**config.mk**
```make
export PLATFORM = sky130hd
export DESIGN_NAME = prng_req_arbiter_flat
export DESIGN_NICKNAME = d
export VERILOG_FILES = /design/src/rtl/prng_pkg.sv /design/src/rtl/prng_req_arbiter_if.sv /design/src/rtl/prng_rr_pick.sv /design/src/rtl/prng_req_arbiter.sv /design/src/flat_wrapper.sv
export SDC_FILE = /design/constraint.sdc
export NUM_CORES = 1
export LEC_CHECK = 0
export BUFFER_PORTS_ARGS = -buffer_cell sky130_fd_sc_hd__buf_2
export CORE_MARGIN = 4
export CORE_UTILIZATION = 40
export DETAILED_ROUTE_END_ITERATION = 8
export GPL_TIMING_DRIVEN = 0
export PLACE_DENSITY_LB_ADDON = 0.2
export SKIP_LAST_GASP = 1
export SYNTH_ARGS = -nofsm -noshare
export SYNTH_HDL_FRONTEND = slang
export SYNTH_SLANG_ARGS = --single-unit
export TNS_END_PERCENT = 100
```
**constraint.sdc**
```tcl
create_clock -name clk -period 1.7 [get_ports clk]
set_input_delay 0.085 -clock clk [delete_from_list [all_inputs] [get_ports clk]]
set_output_delay 0.085 -clock clk [all_outputs]
set_load 0.005 [all_outputs]
```
**src/rtl/prng_pkg.sv**
```systemverilog
// prng_pkg: shared constants, FSM encoding and seed sanitising for prng_req_arbiter
package prng_pkg;
    localparam int LFSR_W = 13;
    localparam int CASR_W = 11;
    localparam int SEED_W = LFSR_W + CASR_W;
    localparam logic [LFSR_W-1:0] DEF_LFSR_SEED = 13'h0924;
    localparam logic [CASR_W-1:0] DEF_CASR_SEED = 11'h0AA;

    typedef enum logic [2:0] {IDLE, STEP, CAPT, GRANT, SEED} state_t;

    // An all-zero half would lock its register up, so each half is replaced independently
    function automatic logic [SEED_W-1:0] sanitize(input logic [SEED_W-1:0] s);
        return {(s[SEED_W-1:CASR_W] == '0) ? DEF_LFSR_SEED : s[SEED_W-1:CASR_W],
                (s[CASR_W-1:0] == '0) ? DEF_CASR_SEED : s[CASR_W-1:0]};
    endfunction
endpackage

```
**src/rtl/prng_req_arbiter_if.sv**
```systemverilog
// prng_req_arbiter_if: requester, reseed and generator-core signals of the shared PRNG
interface prng_req_arbiter_if
    import prng_pkg::*;
#(
    parameter int NREQ = 4,
    parameter int W = 8
);
    logic [NREQ-1:0]   req_i;
    logic [NREQ-1:0]   gnt_o;
    logic [W-1:0]      rnd_o;
    logic              rnd_valid_o;
    logic              seed_load_i;
    logic [SEED_W-1:0] seed_i;
    logic              busy_o;
    logic              gen_step_o;
    logic              gen_load_o;
    logic [SEED_W-1:0] gen_seed_o;
    logic [W-1:0]      gen_number_i;

    modport slave (
        input  req_i, seed_load_i, seed_i, gen_number_i,
        output gnt_o, rnd_o, rnd_valid_o, busy_o, gen_step_o, gen_load_o, gen_seed_o
    );
    modport master (
        output req_i, seed_load_i, seed_i, gen_number_i,
        input  gnt_o, rnd_o, rnd_valid_o, busy_o, gen_step_o, gen_load_o, gen_seed_o
    );
endinterface

```
**src/rtl/prng_rr_pick.sv**
```systemverilog
// prng_rr_pick: combinational round-robin pick of the first request at or above ptr, wrapping
module prng_rr_pick #(
    parameter int NREQ = 4,
    parameter int PW = 2
) (
    input  logic [NREQ-1:0] i_req,
    input  logic [PW-1:0]   i_ptr,
    output logic [PW-1:0]   o_win,
    output logic            o_any
);
    // Lowest set bit overall is the wrap-around fallback; lowest set bit >= ptr overrides it
    always_comb begin
        o_win = '0;
        o_any = 1'b0;
        for (int i = NREQ - 1; i >= 0; i--) begin
            if (i_req[i]) begin
                o_win = PW'(i);
                o_any = 1'b1;
            end
        end
        for (int i = NREQ - 1; i >= 0; i--) begin
            if (i_req[i] && i >= int'(i_ptr)) o_win = PW'(i);
        end
    end
endmodule

```
**src/rtl/prng_req_arbiter.sv**
```systemverilog
// prng_req_arbiter: shares one steppable PRNG core between NREQ requesters round-robin,
// and sequences lock-up-safe reseeding of the core between transactions.
module prng_req_arbiter
    import prng_pkg::*;
#(
    parameter int NREQ = 4,
    parameter int W = 8
) (
    input logic clk,
    input logic reset,
    prng_req_arbiter_if.slave bus
);
    localparam int PW = (NREQ > 1) ? $clog2(NREQ) : 1;

    state_t            r_state, w_next;
    logic [PW-1:0]     r_ptr, r_win, w_pick, w_ptr_nxt;
    logic              w_any;
    logic              r_seed_pending;
    logic [SEED_W-1:0] r_seed_reg, w_seed_nxt, r_gen_seed;
    logic [NREQ-1:0]   r_gnt, w_gnt;
    logic [W-1:0]      r_rnd;
    logic              r_rnd_valid, r_step, r_load;

    prng_rr_pick #(.NREQ(NREQ), .PW(PW)) u_pick (
        .i_req(bus.req_i),
        .i_ptr(r_ptr),
        .o_win(w_pick),
        .o_any(w_any)
    );

    always_ff @(posedge clk) begin
        if (reset) r_state <= IDLE;
        else r_state <= w_next;
    end

    // A pending reseed is serviced straight out of GRANT so it costs only one extra cycle
    always_comb begin
        w_next = (r_state == IDLE) ? (r_seed_pending ? SEED : (w_any ? STEP : IDLE)) :
                 (r_state == STEP) ? CAPT :
                 (r_state == CAPT) ? GRANT :
                 (r_state == GRANT && r_seed_pending) ? SEED : IDLE;
    end

    // A seed arriving in the very cycle SEED is entered is the newest value, so it is used directly
    always_comb begin
        w_gnt = (w_next == GRANT) ? NREQ'(1) << r_win : '0;
        w_seed_nxt = sanitize(bus.seed_load_i ? bus.seed_i : r_seed_reg);
        w_ptr_nxt = (r_win == PW'(NREQ - 1)) ? '0 : r_win + 1'b1;
    end

    always_ff @(posedge clk) begin
        if (reset) begin
            r_gnt          <= '0;
            r_rnd          <= '0;
            r_rnd_valid    <= 1'b0;
            r_step         <= 1'b0;
            r_load         <= 1'b0;
            r_gen_seed     <= '0;
            r_ptr          <= '0;
            r_win          <= '0;
            r_seed_pending <= 1'b0;
            r_seed_reg     <= '0;
        end else begin
            r_gnt       <= w_gnt;
            r_rnd_valid <= w_next == GRANT;
            r_step      <= w_next == STEP;
            r_load      <= w_next == SEED;
            if (r_state == CAPT) r_rnd <= bus.gen_number_i;
            if (w_next == SEED) r_gen_seed <= w_seed_nxt;
            if (r_state == IDLE && w_next == STEP) r_win <= w_pick;
            if (r_state == GRANT) r_ptr <= w_ptr_nxt;
            if (bus.seed_load_i) begin
                r_seed_reg     <= bus.seed_i;
                r_seed_pending <= 1'b1;
            end else if (r_state == SEED) r_seed_pending <= 1'b0;
        end
    end

    assign bus.gnt_o       = r_gnt;
    assign bus.rnd_o       = r_rnd;
    assign bus.rnd_valid_o = r_rnd_valid;
    assign bus.gen_step_o  = r_step;
    assign bus.gen_load_o  = r_load;
    assign bus.gen_seed_o  = r_gen_seed;
    assign bus.busy_o      = (r_state != IDLE) || r_seed_pending;
endmodule
```
**src/flat_wrapper.sv**
```systemverilog
// flat-port wrapper written by rule: the top's interface ports become plain ports
module prng_req_arbiter_flat import prng_pkg::*;
#(
    parameter int NREQ = 4,
    parameter int W = 8
)
  (clk, reset, bus_req_i, bus_seed_load_i, bus_seed_i, bus_gen_number_i, bus_gnt_o, bus_rnd_o, bus_rnd_valid_o, bus_busy_o, bus_gen_step_o, bus_gen_load_o, bus_gen_seed_o);
  prng_req_arbiter_if #(.NREQ(NREQ), .W(W)) bus_i ();
  input logic clk;
  input logic reset;
  input wire logic [$bits(bus_i.req_i)-1:0] bus_req_i;
  input wire logic [$bits(bus_i.seed_load_i)-1:0] bus_seed_load_i;
  input wire logic [$bits(bus_i.seed_i)-1:0] bus_seed_i;
  input wire logic [$bits(bus_i.gen_number_i)-1:0] bus_gen_number_i;
  output wire logic [$bits(bus_i.gnt_o)-1:0] bus_gnt_o;
  output wire logic [$bits(bus_i.rnd_o)-1:0] bus_rnd_o;
  output wire logic [$bits(bus_i.rnd_valid_o)-1:0] bus_rnd_valid_o;
  output wire logic [$bits(bus_i.busy_o)-1:0] bus_busy_o;
  output wire logic [$bits(bus_i.gen_step_o)-1:0] bus_gen_step_o;
  output wire logic [$bits(bus_i.gen_load_o)-1:0] bus_gen_load_o;
  output wire logic [$bits(bus_i.gen_seed_o)-1:0] bus_gen_seed_o;
  assign bus_i.req_i = bus_req_i;
  assign bus_i.seed_load_i = bus_seed_load_i;
  assign bus_i.seed_i = bus_seed_i;
  assign bus_i.gen_number_i = bus_gen_number_i;
  assign bus_gnt_o = bus_i.gnt_o;
  assign bus_rnd_o = bus_i.rnd_o;
  assign bus_rnd_valid_o = bus_i.rnd_valid_o;
  assign bus_busy_o = bus_i.busy_o;
  assign bus_gen_step_o = bus_i.gen_step_o;
  assign bus_gen_load_o = bus_i.gen_load_o;
  assign bus_gen_seed_o = bus_i.gen_seed_o;
  prng_req_arbiter #(.NREQ(NREQ), .W(W)) u_core (.clk(clk), .reset(reset), .bus(bus_i));
endmodule
```
# --- After elaboration in Yosys (flattened, before gate mapping) ---
# Cells that the tools add are included.
totals:
  regBits: 71
  inputBits: 39
  out_inout_bits: 40
  word_cells: 60
op_classes:
  n_addsub: 1
  order_cmp: 3
  n_eq_ne: 8
  shifts: 1
  n_mux: 23
  bitwise: 1
  n_reduce_logical: 12
ops:
  columns: ["op", "count"]
  rows:
  - ["$mux W24", 1]
  - ["$mux W2", 8]
  - ["$mux W3", 5]
  - ["$logic_not A13 Y1", 1]
  - ["$mux W13", 1]
  - ["$logic_not A11 Y1", 1]
  - ["$mux W11", 1]
  - ["$eq A3 B2 Y1 const B", 3]
  - ["$mux W1", 7]
  - ["$eq A3 B1 Y1 const B", 2]
  - ["$eq A3 B3 Y1 const B", 2]
  - ["$logic_and A1 B1 Y1", 5]
  - ["$ge A1 B2 Y1 const A", 2]
  - ["$shl A1 B2 Y4 const A", 1]
  - ["$logic_not A3 Y1", 1]
  - ["$reduce_bool A3 Y1", 1]
  - ["$add A2 B1 Y2 const B", 1]
  - ["$eq A2 B2 Y1 const B", 1]
  - ["$ge A2 B2 Y1 const A", 1]
  - ["$reduce_bool A2 Y1", 1]
  - ["$reduce_or A2 Y1", 1]
  - ["$logic_or A1 B1 Y1", 1]
  - ["$not A1 Y1", 1]

# --- Logic depth before layout (Yosys ltp) ---
# Gate-level depths: netlist of run 1.
logic_depth:
  depth_word: 10
  ltp_mapped: 6
  mapped_depth_nobuf: 4

# --- Hierarchy ---
# A second synthesis of run 1 with hierarchy kept.
unflattened:
  cells_unflattened: 276
  area_unflattened_um2: 2655.0
by_module_without_submodules:
  columns: ["mod", "instances", "cells_per_inst", "area_per_inst_um2", "seq_area_each_um2"]
  rows:
  - ["prng_req_arbiter", 1, 264, 2577.5, 1421.4]
  - ["prng_rr_pick", 1, 12, 77.6, 0.0]

# --- Worst setup path before layout of run 1 ---
# OpenSTA, ideal clock, no wires.
synth_path:
  path_type: "register -> register"
  from: "reg u_core.r_state[1]"
  to: "reg u_core.r_win[0]"
  setup_time_ns: 0.070
  t_arrival_ns: 1.704
  required_time_ns: 1.630
  path_slack_ns: -0.075
  path_stages_with_launch: 5
  n_path_buf: 0
  synth_period_minus_slack_ns: 1.775
  path_cell_list: "dfxtp_1 -> or4_4 -> a31o_4 -> or4_1 -> a21oi_1"
synth_between:
  elab_chain_cells: 8
  word_cells_on_any_way: 11
  cone_classes: "4 x eq/ne; 4 x mux; 3 x reduce/logical"
synth_lines:
  columns: ["element", "line_no", "source"]
  rows:
  - ["start, declared", "prng_req_arbiter.sv:15", "state_t r_state, w_next;"]
  - ["start signal, assigned", "prng_req_arbiter.sv:33", "else r_state <= w_next;"]
  - ["$eq A3 B2 Y1", "prng_req_arbiter.sv:41", "(r_state == GRANT && r_seed_pending) ? SEED : IDLE;"]
  - ["$logic_and A1 B1 Y1", "prng_req_arbiter.sv:41", null]
  - ["$mux W3", "prng_req_arbiter.sv:41", null]
  - ["$mux W3", "prng_req_arbiter.sv:40", "(r_state == CAPT) ? GRANT :"]
  - ["$mux W3", "prng_req_arbiter.sv:39", "(r_state == STEP) ? CAPT :"]
  - ["$mux W3", "prng_req_arbiter.sv:38", "w_next = (r_state == IDLE) ? (r_seed_pending ? SEED : (w_any ? STEP : IDLE)) :"]
  - ["$eq A3 B1 Y1", "prng_req_arbiter.sv:70", "if (r_state == IDLE && w_next == STEP) r_win <= w_pick;"]
  - ["$logic_and A1 B1 Y1 (*)", "prng_req_arbiter.sv:70", null]
  - ["end signal, assigned", "prng_req_arbiter.sv:70", null]
  - ["end, declared", "prng_req_arbiter.sv:16", "logic [PW-1:0] r_ptr, r_win, w_pick, w_ptr_nxt;"]
# Mark *: on every way between the ends. The rest lies on a longest branch, timed or not.
# A chain may end at the register's enable or synchronous reset.

# --- Final worst setup path of run 1 ---
# Same ends and word-level chain as after synthesis.

==> results by group, run 1 <==
Cells and area
  • Antenna cells: 0
  • Share of cells above drive strength 1: 29.3%
  • Util after Layout: 54.2%
  • Nets: 424
  • Design area: 3460 sq um
  • Fillcell total: 621
  • Register Area: 1430 sq um
  • Layout area overhead: 30.8%
  • Multi-input gate area: 1150 sq um

Floorplan
  • Starting Density: 41.4%
  • Die X: 89.3 um
  • Die Y: 89.3 um
  • Cell row count: 29
  • Die area: 7980 sq um
  • IO Count: 79
  • Core area: 6390 sq um

Critical path
  • Worst Setup End Kind: register
  • Worst-path fanout max: 4
  • Crit Path Class: reg2reg
  • Setup crit start kind: register
  • Worst setup startpoint: u_core.r_state[1]$_SDFF_PP0_
  • Worst r2r src: u_core.r_state[1]$_SDFF_PP0_
  • Critical path required time: 1970 ps
  • Worst endpoint data arrival time: 1960 ps

STA
  • Final Setup Violations: 0
  • Slew margin rel.: 62.3%
  • Fin crit period: 1690 ps
  • Period utilisation layout: 99.4%
  • Fmax: 592 MHz
  • Unrepaired setup endpoints after global routing: true
  • Clock Skews: 11.1 ps
  • Worst-margin pin slew: 566 ps
  • Final Hold Viols: 0
  • Slew Limit Fails: 0

Synthesis
  • Mapped Cells: 283
  • Register area share after synthesis: 53.7%
  • Post-synthesis adder-cell area fraction: 0.473%
  • Yosys cell types: 32
  • Cell Area, Synth: 2650 sq um
  • Commonest cells in the netlist: 71 x dfxtp_1, 51 x nor2_1, 29 x nand2_1
  • Top post-synthesis cells by area: dfxtp_1 54%, mux2i_1 9.8%, nor2_1 7.2%
  • Complex-gate fraction of the synthesized area: 11.9%
  • Main combinational cell family by area after synthesis: simple AND/OR/NAND/NOR gates
  • FFs w/ async S/R, synth: 0%
  • Mux contribution to synthesized area: 9.83%
  • Number of synthesis warnings: 0
  • Avg Cell Area, Syn: 9.35 sq um
  • Post-Synth Simple-Gate Area: 20.4%
  • Number of enable flip-flop cells after synthesis: 0
  • Top-area cell type share of the netlist area: 53.7%
  • Post-Synth XOR/XNOR Area: 0.331%
  • Top_reg_cell synth: dfxtp_1
  • Biggest area consumer among synthesized cells: dfxtp_1
  • Count leader, synth: dfxtp_1
  • Syn_nets: 323
  • FF+latch count, synth: 71

Place
  • HPWL Detailed: 4850 um
  • Gpl congestion: 0.767
  • I/O Buffers: 78
  • Placed Area: 3130 sq um

Clocking
  • Inserted Clock Buffers: 9
  • Clk sinks: 71
  • Htree depth: 3
  • Worst skew pair latency: 340 ps
  • CTS Root Cell: clkbuf_8
  • Clock tree buffer depth: 2
  • Reg clk slew, reported paths: 80 ps
  • CTS tree: built

Global route
  • Maximum number of pins on one net before global-route repair: 12
  • Initial antenna violation count: 0
  • Overflow left after global routing: 0
  • First-pass GRT wire length: 10800 um
  • GR Util All Layers: 17.8%
  • Vias in the first global route: 2296

Run
  • Max_cap viols: 0

Drt
  • WL final: 6680 um
  • WL per Instance: 14.3 um
  • DR vias: 2368
  • Post-route ant nets: 0
  • DRC Markers: 0
  • Initial DRC count: 86
  • Drt pass-1 iters: 4
  • Vias per cell: 5.08

Pwr
  • Pleak: 0.00155 uW
  • PD cells: 1170 nW/um^2
  • IR drop worst, VDD: 0.713 mV

Hold path
  • Hold WC Path Type: in2reg
  • Hold_sp: bus_seed_i[18]

Status
  • Status: finished clean
==> kinds of logic (layout without fill, tap and decap cells) <==
kind of cell,count (synthesis),count (layout)
simple gates,115,115
flops,71,71
compound gates,46,46
mux,26,26
buf+inv,23,129
fa+ha+maj,1,1
xor+xnor,1,1
==> repair_timing <==
action,4_1_cts,5_1_grt
gates resized for setup,5,13
pin swaps,2,0
setup buffers,3,1
hold buffers,8,0
cloned,0,0
endpoints found under the hold margin,8,0
endpoints found under the setup margin,17,23
==> cells in the final DEF, fill, tap and decap left out, types with 3 or more instances in the layout <==
cell and count:
dfxtp_1 68, clkbuf_1 9, a211oi_1 12, buf_2 81, mux2i_1 26, nor2_1 51, o311ai_0 4, o21ai_0 5
dlygate4sd3_1 8, clkbuf_8 10, nor4_1 10, a311oi_1 4, buf_4 4, nor4b_1 3, nand2_1 29, clkinv_2 3
nor3_1 5, inv_1 7, nand2b_1 5, a21oi_1 15
==> routing by layer <==
layer  wire length, um  track usage (%)  vias up  part of all wire (%)
li1                  -                -     1192                     -
met1              3120             23.9     1108                    47
met2              3010             26.9       57                    45
met3               432             4.61       11                   6.5
met4               119             7.71        0                   1.8
met5                 0                0        -                     0
==> stage by stage <==
stage / setup TNS (ps) / std cells / hold WS [ps] / power, uW / worst slack (ps)
5_1_grt: -111 / 466 / 29.2 / 4300 / -60.6
3_5_place_dp: -3480 / 438 / 333 / 2720 / -248
4_1_cts: 0 / 465 / 24.5 / 4070 / 3.20
2_1_floorplan: 0 / 283 / 221 / 2400 / 19.5
3_3_place_gp: -3440 / 438 / 328 / 2700 / -236
6_report: 0 / 466 / 26.3 / 4060 / 10.4
==> where the power goes <==
| part | internal [uW] | total [uW] | switching [uW] |
|---|---|---|---|
| Clock | 712 | 1320 | 607 |
| Combinational | 372 | 789 | 417 |
| Sequential | 1850 | 1950 | 102 |
| Total | 2930 | 4060 | 1130 |
==> cell type report <==
type,count,share of cell area [%]
flip-flops and latches,71,41.2
multi-input cells,189,33.1
repair buffers,90,14.5
clock buffers,12,4.19
well taps,77,2.78
plain buffers,16,2.13
clock inverters,4,1.30
inverters,7,0.759
==> worst max-delay path: stages, from the launching register on <==
cell and delay, ps:
dfxtp_4 350, or4_4 520, a31o_4 220, or4_4 410
a21oi_2 120
==> worst paths after layout <==
| check | cells past startpoint | endpoint | slack, ps |
|---|---|---|---|
| hold reg to reg | 2 | u_core.bus.rnd_o[5]$_SDFFE_PP0N_ | 460 |
| hold / removal | 3 | u_core.r_seed_reg[18]$_SDFF_PP0_ | 30 |
| setup reg to reg | 4 | u_core.r_win[0]$_SDFFE_PP0P_ | 10 |
| setup / recovery | 4 | u_core.r_win[0]$_SDFFE_PP0P_ | 10 |
Note: power is estimated with default switching activity, not from simulation.
==> run 2, diff against run 1 <==
- BUFFER_PORTS_ARGS: -buffer_cell sky130_fd_sc_hd__buf_2 -> -buffer_cell sky130_fd_sc_hd__buf_4
- GPL_TIMING_DRIVEN: 0 -> unset
==> results by group, run 2 (synthesis gave the netlist of run 1 again) <==
Status
  • Status: finished clean (unchanged)

Pwr
  • Pleak: 0.00158 uW (was 0.00155 uW)
  • Power, Total: 4120 uW (was 4060 uW)
  • Clock power share: 31.3% (was 32.5%)
  • Internal power: 3030 uW (was 2930 uW)
  • Comb power frac: 21.8% (was 19.5%)
  • Psw: 1090 uW (was 1130 uW)
  • PD cells: 1130 nW/um^2 (was 1170 nW/um^2)
  • IR drop worst, VDD: 0.547 mV (was 0.713 mV)
  • Switching portion of total power: 26.5% (was 27.8%)
  • Sequential power share: 47.0% (was 48.0%)

STA
  • Clock Skews: 7.55 ps (was 11.1 ps)
  • Fin Setup TNS: 0 ps (unchanged)
  • Final worst setup slack: 31.8 ps (was 10.4 ps)
  • Final Setup Violations: 0 (unchanged)
  • Final Hold Viols: 0 (unchanged)
  • Worst-margin pin slew: 521 ps (was 566 ps)
  • Fin crit period: 1670 ps (was 1690 ps)
  • Period utilisation layout: 98.1% (was 99.4%)
  • Slew margin rel.: 65.1% (was 62.3%)
  • Min Hold Slack: 20.9 ps (was 26.3 ps)
  • Slew Limit Fails: 0 (unchanged)
  • Fmax: 599 MHz (was 592 MHz)
  • Unrepaired setup endpoints after global routing: true (unchanged)

Global route
  • Vias in the first global route: 2148 (was 2296)
  • Overflow left after global routing: 0 (unchanged)
  • Maximum number of pins on one net before global-route repair: 49 (was 12)
  • GR Util All Layers: 16.1% (was 17.8%)
  • Initial antenna violation count: 0 (unchanged)
  • First-pass GRT wire length: 9800 um (was 10800 um)

Hold path
  • Hold path depth: 3 (unchanged)
  • Hold_sp: bus_seed_i[11] (was bus_seed_i[18])
  • WHS Endpoint: u_core.r_seed_reg[11]$_SDFF_PP0_ (was u_core.r_seed_reg[18]$_SDFF_PP0_)
  • Hold WC Path Type: in2reg (unchanged)

Place
  • I/O Buffers: 78 (unchanged)
  • Placement Setup Slack: 38.3 ps (was -248 ps)
  • Gpl congestion: 0.778 (was 0.767)
  • HPWL Detailed: 4250 um (was 4850 um)
  • Dpl cells: 432 (was 438)

Cells and area
  • Commonest non-fill, non-tap cell in the layout: buf_4 (was buf_2)
  • Most frequent cells in the layout: 87 x buf_4, 69 x dfxtp_1, 51 x nor2_1, 29 x nand2_1, 26 x mux2i_1 (was 81 x buf_2, 68 x dfxtp_1, 51 x nor2_1, 29 x nand2_1, 26 x mux2i_1)
  • Antenna cells: 0 (unchanged)
  • Layout area overhead: 38.2% (was 30.8%)
  • Post-Layout Cell Count: 457 (was 466)
  • Nets: 415 (was 424)
  • Share of cells above drive strength 1: 29.5% (was 29.3%)
  • Fillcell total: 594 (was 621)

Critical path
  • Critical-path cell list: or4_4 > a31o_4 > or4_1 > a21oi_2 (was or4_4 > a31o_4 > or4_4 > a21oi_2)
  • R2R cell count: 4 (unchanged)
  • Crit Path Class: reg2reg (unchanged)
  • Max stage delay on crit path: 530 ps (was 520 ps)
  • Setup crit start kind: register (unchanged)
  • Worst-path fanout max: 2 (was 4)
  • Worst r2r src: u_core.r_state[1]$_SDFF_PP0_ (unchanged)
  • Worst endpoint data arrival time: 1940 ps (was 1960 ps)
  • FF-to-FF End: u_core.r_win[0]$_SDFFE_PP0P_ (unchanged)
  • Worst Setup End Kind: register (unchanged)
  • Slowest cell on the critical path: or4_4 (unchanged)
  • Reg-to-reg slack, setup: 30 ps (was 10 ps)
  • Critical path required time: 1970 ps (about the same)

Drt
  • WL final: 6170 um (was 6680 um)
  • Drt pass-1 iters: 4 (unchanged)
  • WL per Instance: 13.5 um (was 14.3 um)
  • Initial DRC count: 75 (was 86)
  • DR vias: 2271 (was 2368)
  • Post-route ant nets: 0 (unchanged)
  • Vias per cell: 4.97 (was 5.08)
  • DRC Markers: 0 (unchanged)

Clocking
  • Worst skew pair latency: 330 ps (was 340 ps)
  • Reg clk slew, reported paths: 70 ps (was 80 ps)
  • Clk sinks: 71 (unchanged)
  • Clock tree buffer depth: 2 (unchanged)
  • CTS tree: built (unchanged)
  • Inserted Clock Buffers: 9 (unchanged)
  • CTS Root Cell: clkbuf_8 (unchanged)
  • Htree depth: 3 (unchanged)

Floorplan
  • Starting Density: 41.4% (unchanged)
  • Core area: 6390 sq um (unchanged)
  • Die X: 89.3 um (unchanged)
  • Die Y: 89.3 um (unchanged)
  • Cell row count: 29 (unchanged)
  • Die area: 7980 sq um (unchanged)
  • IO Count: 79 (unchanged)

Run
  • Max_cap viols: 0 (unchanged)
-- run 2: cell count changes in the layout (fill, tap and decap cells not counted), moves of 2 or more --
| cell | delta |
|---|---|
| clkbuf_2 | -2 |
| buf_1 | -2 |
| clkbuf_1 | -7 |
| clkbuf_4 | -2 |
| buf_2 | -81 |
| buf_4 | +83 |
-- run 2: power groups by stage --
stage                     registers, uW  logic [uW]  clock network, uW
after CTS                          1940         871               1330
after global routing               1960        1010               1400
final                              1940         898               1290
after global placement             1970         843                  0
after floorplan                    1980         419                  0
after detailed placement           1970         854                  0
-- run 2: area by class of cell --
class	count	area (sq um)	share of cell area, %
timing repair buffer	97	778	21.3
tap	77	96.3	2.64
multi-input combinational	189	1140	31.2
clock inverter	4	45.0	1.23
clock buffer	12	145	3.97
inverter	7	26.3	0.719
sequential	71	1420	38.9
-- run 2: how the worst max path moves through the flow --
stage	start	to	slack, ps	depth (start not counted)
6_report	u_core.r_state[1]$_SDFF_PP0_	u_core.r_win[0]$_SDFFE_PP0P_	30	4
5_1_grt	u_core.r_state[1]$_SDFF_PP0_	u_core.r_win[0]$_SDFFE_PP0P_	-10	4
4_1_cts	u_core.r_seed_pending$_SDFFE_PP0P_	u_core.r_win[0]$_SDFFE_PP0P_	10	4
3_5_place_dp	u_core.r_seed_pending$_SDFFE_PP0P_	u_core.r_win[0]$_SDFFE_PP0P_	40	4
3_3_place_gp	u_core.r_seed_pending$_SDFFE_PP0P_	u_core.r_win[0]$_SDFFE_PP0P_	60	4
2_1_floorplan	u_core.r_state[1]$_SDFF_PP0_	u_core.r_win[0]$_SDFFE_PP0P_	20	4
-- run 2: metrics by stage --
| step | util, % | instance area (sq um) |
|---|---|---|
| 2_1_floorplan | - | 2650 |
| 3_3_place_gp | 52.5 | 3350 |
| 3_5_place_dp | 52.5 | 3350 |
| 4_1_cts | 56.8 | 3620 |
| 5_1_grt | 57.2 | 3660 |
| 6_report | 57.2 | 3660 |
-- run 2: critical path: cells and delay by family, from the launching register on --
family | cells | cell delay, ps
flip-flops | 1 | 320
AO/OA/AOI/OAI | 2 | 350
AND/OR/NAND/NOR | 2 | 940
-- run 2: per-layer routing --
| layer | part of all wire (%) | global-route usage, % | up-vias |
|---|---|---|---|
| li1 | - | - | 1170 |
| met1 | 47 | 20.6 | 1042 |
| met2 | 45 | 24.8 | 51 |
| met3 | 6.5 | 4.70 | 8 |
| met4 | 1.6 | 7.71 | 0 |
| met5 | 0 | 0 | - |
-- run 2: what timing repair did --
action | 4_1_cts | 5_1_grt
endpoints found under the setup margin | 1 | 6
endpoints found under the hold margin | 8 | 0
gates cloned | 0 | 1
hold buffers | 8 | 0
setup buffers | 0 | 0
pin swaps | 1 | 0
gates resized for setup | 0 | 3
==> run 3, diff against run 2 <==
- CORE_UTILIZATION: 40 -> 25
==> results by group, run 3 (synthesis gave the netlist of run 1 again) <==
Floorplan
  • Die Y: 111 um (was 89.3 um)
  • Cell row count: 37 (was 29)
  • Starting Density: 25.6% (was 41.4%)
  • IO Count: 79 (unchanged)
  • Core area: 10300 sq um (was 6390 sq um)
  • Die X: 111 um (was 89.3 um)
  • Die area: 12300 sq um (was 7980 sq um)

Cells and area
  • Multi-input gate area: 1150 sq um (was 1140 sq um)
  • Share of cells above drive strength 1: 30.5% (was 29.5%)
  • Fillcell total: 1051 (was 594)
  • Most frequent cells in the layout: 87 x buf_4, 69 x dfxtp_1, 51 x nor2_1, 29 x nand2_1, 26 x mux2i_1 (unchanged)
  • Antenna cells: 0 (unchanged)
  • Nets: 415 (unchanged)
  • Commonest non-fill, non-tap cell in the layout: buf_4 (unchanged)
  • Layout area overhead: 41.6% (was 38.2%)
  • Register Area: 1420 sq um (unchanged)

Drt
  • DRC Markers: 0 (unchanged)
  • Initial DRC count: 82 (was 75)
  • WL final: 6810 um (was 6170 um)
  • Post-route ant nets: 0 (unchanged)
  • DR vias: 2233 (was 2271)
  • Drt pass-1 iters: 4 (unchanged)
  • Vias per cell: 4.33 (was 4.97)
  • WL per Instance: 13.2 um (was 13.5 um)

STA
  • Slew Limit Fails: 0 (unchanged)
  • Slew margin rel.: 61.9% (was 65.1%)
  • Clock Skews: 6.52 ps (was 7.55 ps)
  • Fin Setup TNS: 0 ps (unchanged)
  • Period utilisation layout: 98.3% (was 98.1%)
  • Unrepaired setup endpoints after global routing: true (unchanged)
  • Worst-margin pin slew: 572 ps (was 521 ps)
  • Final worst setup slack: 28.2 ps (was 31.8 ps)
  • Final Hold Viols: 0 (unchanged)
  • Fin crit period: 1670 ps (about the same)
  • Fmax: 598 MHz (was 599 MHz)
  • Final Setup Violations: 0 (unchanged)

Critical path
  • Critical path required time: 1970 ps (about the same)
  • R2R cell count: 4 (unchanged)
  • Worst-path fanout max: 4 (was 2)
  • CP delay by family, top: simple AND/OR/NAND/NOR gates (unchanged)
  • Worst endpoint data arrival time: 1940 ps (about the same)
  • Worst path depth: 4 (unchanged)
  • Max stage delay on crit path: 520 ps (was 530 ps)
  • Worst Path Buf+Inv: 0 (unchanged)
  • Crit Path Class: reg2reg (unchanged)
  • Critical-path cell list: or4_4 > a31o_4 > or4_1 > a21oi_2 (unchanged)
  • Worst Setup End Kind: register (unchanged)
  • Setup crit start kind: register (unchanged)
  • Slowest cell on the critical path: or4_4 (unchanged)

Global route
  • GR Util All Layers: 10.7% (was 16.1%)
  • Initial antenna violation count: 0 (unchanged)
  • Overflow left after global routing: 0 (unchanged)
  • First-pass GRT wire length: 10800 um (was 9800 um)
  • Maximum number of pins on one net before global-route repair: 57 (was 49)
  • Vias in the first global route: 2185 (was 2148)

Place
  • HPWL Detailed: 4570 um (was 4250 um)
  • Gpl congestion: 0.819 (was 0.778)
  • I/O Buffers: 78 (unchanged)
  • Placement Setup Slack: 27.1 ps (was 38.3 ps)

Pwr
  • PD cells: 1120 nW/um^2 (was 1130 nW/um^2)
  • IR drop worst, VDD: 0.359 mV (was 0.547 mV)
  • Pleak: 0.00158 uW (about the same)

Run
  • Max_cap viols: 0 (unchanged)

Hold path
  • Hold path depth: 3 (unchanged)
  • Hold WC Path Type: in2reg (unchanged)

Clocking
  • CTS tree: built (unchanged)
  • Reg clk slew, reported paths: 80 ps (was 70 ps)
  • Inserted Clock Buffers: 9 (unchanged)
  • Clock tree buffer depth: 2 (unchanged)
  • CTS Root Cell: clkbuf_8 (unchanged)
  • Clk sinks: 71 (unchanged)
  • Worst skew pair latency: 330 ps (about the same)
  • Post-CTS setup repair buffer count: 0 (unchanged)
  • Htree depth: 3 (unchanged)

Status
  • Status: finished clean (unchanged)
[run 3: changes by cell type in the layout (fill, tap and decap cells not counted), sizes merged]
cell | previous run | this run
clkbuf | 13 | 10
clkinvlp | 0 | 2
inv | 7 | 8
[run 3: metal layers]
metal	vias up	track usage, %	wire length, um
li1	1175	-	-
met1	1007	14.1	3270
met2	46	15.9	3140
met3	5	4.04	363
met4	0	3.94	45
met5	-	0	0
[run 3: layout make-up]
class                      count  area share, %
sequential                    71           38.0
multi-input combinational    189           30.8
timing repair buffer          97           20.8
tap                          136           4.54
clock buffer                   9           3.31
clock inverter                 7           1.94
inverter                       7          0.701
[run 3: worst reg2reg max path, delay by kind of cell, from the launching register on]
kind	cells	cell delay, ps
compound gates	2	340
flops	1	340
simple gates	2	940
[run 3: timing repair]
item / CTS / global route
endpoints found under the setup margin: 0 / 16
hold endpoints to repair: 8 / 0
hold buffers: 8 / 0
resized for setup: 0 / 5
[run 3: final timing paths]
kind | startpoint | endpoint | slack, ps
worst max-delay path | u_core.r_seed_pending$_SDFFE_PP0P_ | u_core.r_win[0]$_SDFFE_PP0P_ | 30
worst min-delay path | bus_seed_i[4] | u_core.r_seed_reg[4]$_SDFF_PP0_ | 30
worst max register to register | u_core.r_seed_pending$_SDFFE_PP0P_ | u_core.r_win[0]$_SDFFE_PP0P_ | 30
worst min register to register | u_core.bus.rnd_o[6]$_SDFFE_PP0N_ | u_core.bus.rnd_o[6]$_SDFFE_PP0N_ | 460
[run 3: power by group]
part,total [uW],leakage (uW),switching [uW],internal [uW]
sequential,1940,0.000583,95.8,1840
combinational,926,0.000905,437,489
clock,1340,0.0000956,664,680
total,4210,0.00158,1200,3010
[run 3: per-stage QoR]
stage / hold slack (ps) / instances / area [sq um] / utilization, % / total power, uW
final: 29.7 / 516 / 3750 / 36.3 / 4210
after global routing: 20.2 / 516 / 3750 / 36.3 / 4480
after CTS: 9.48 / 515 / 3700 / 35.9 / 4240
after detailed placement: 345 / 491 / 3430 / 33.2 / 2840
after global placement: 339 / 491 / 3430 / 33.2 / 2840
after floorplan: 221 / 283 / 2650 / - / 2400
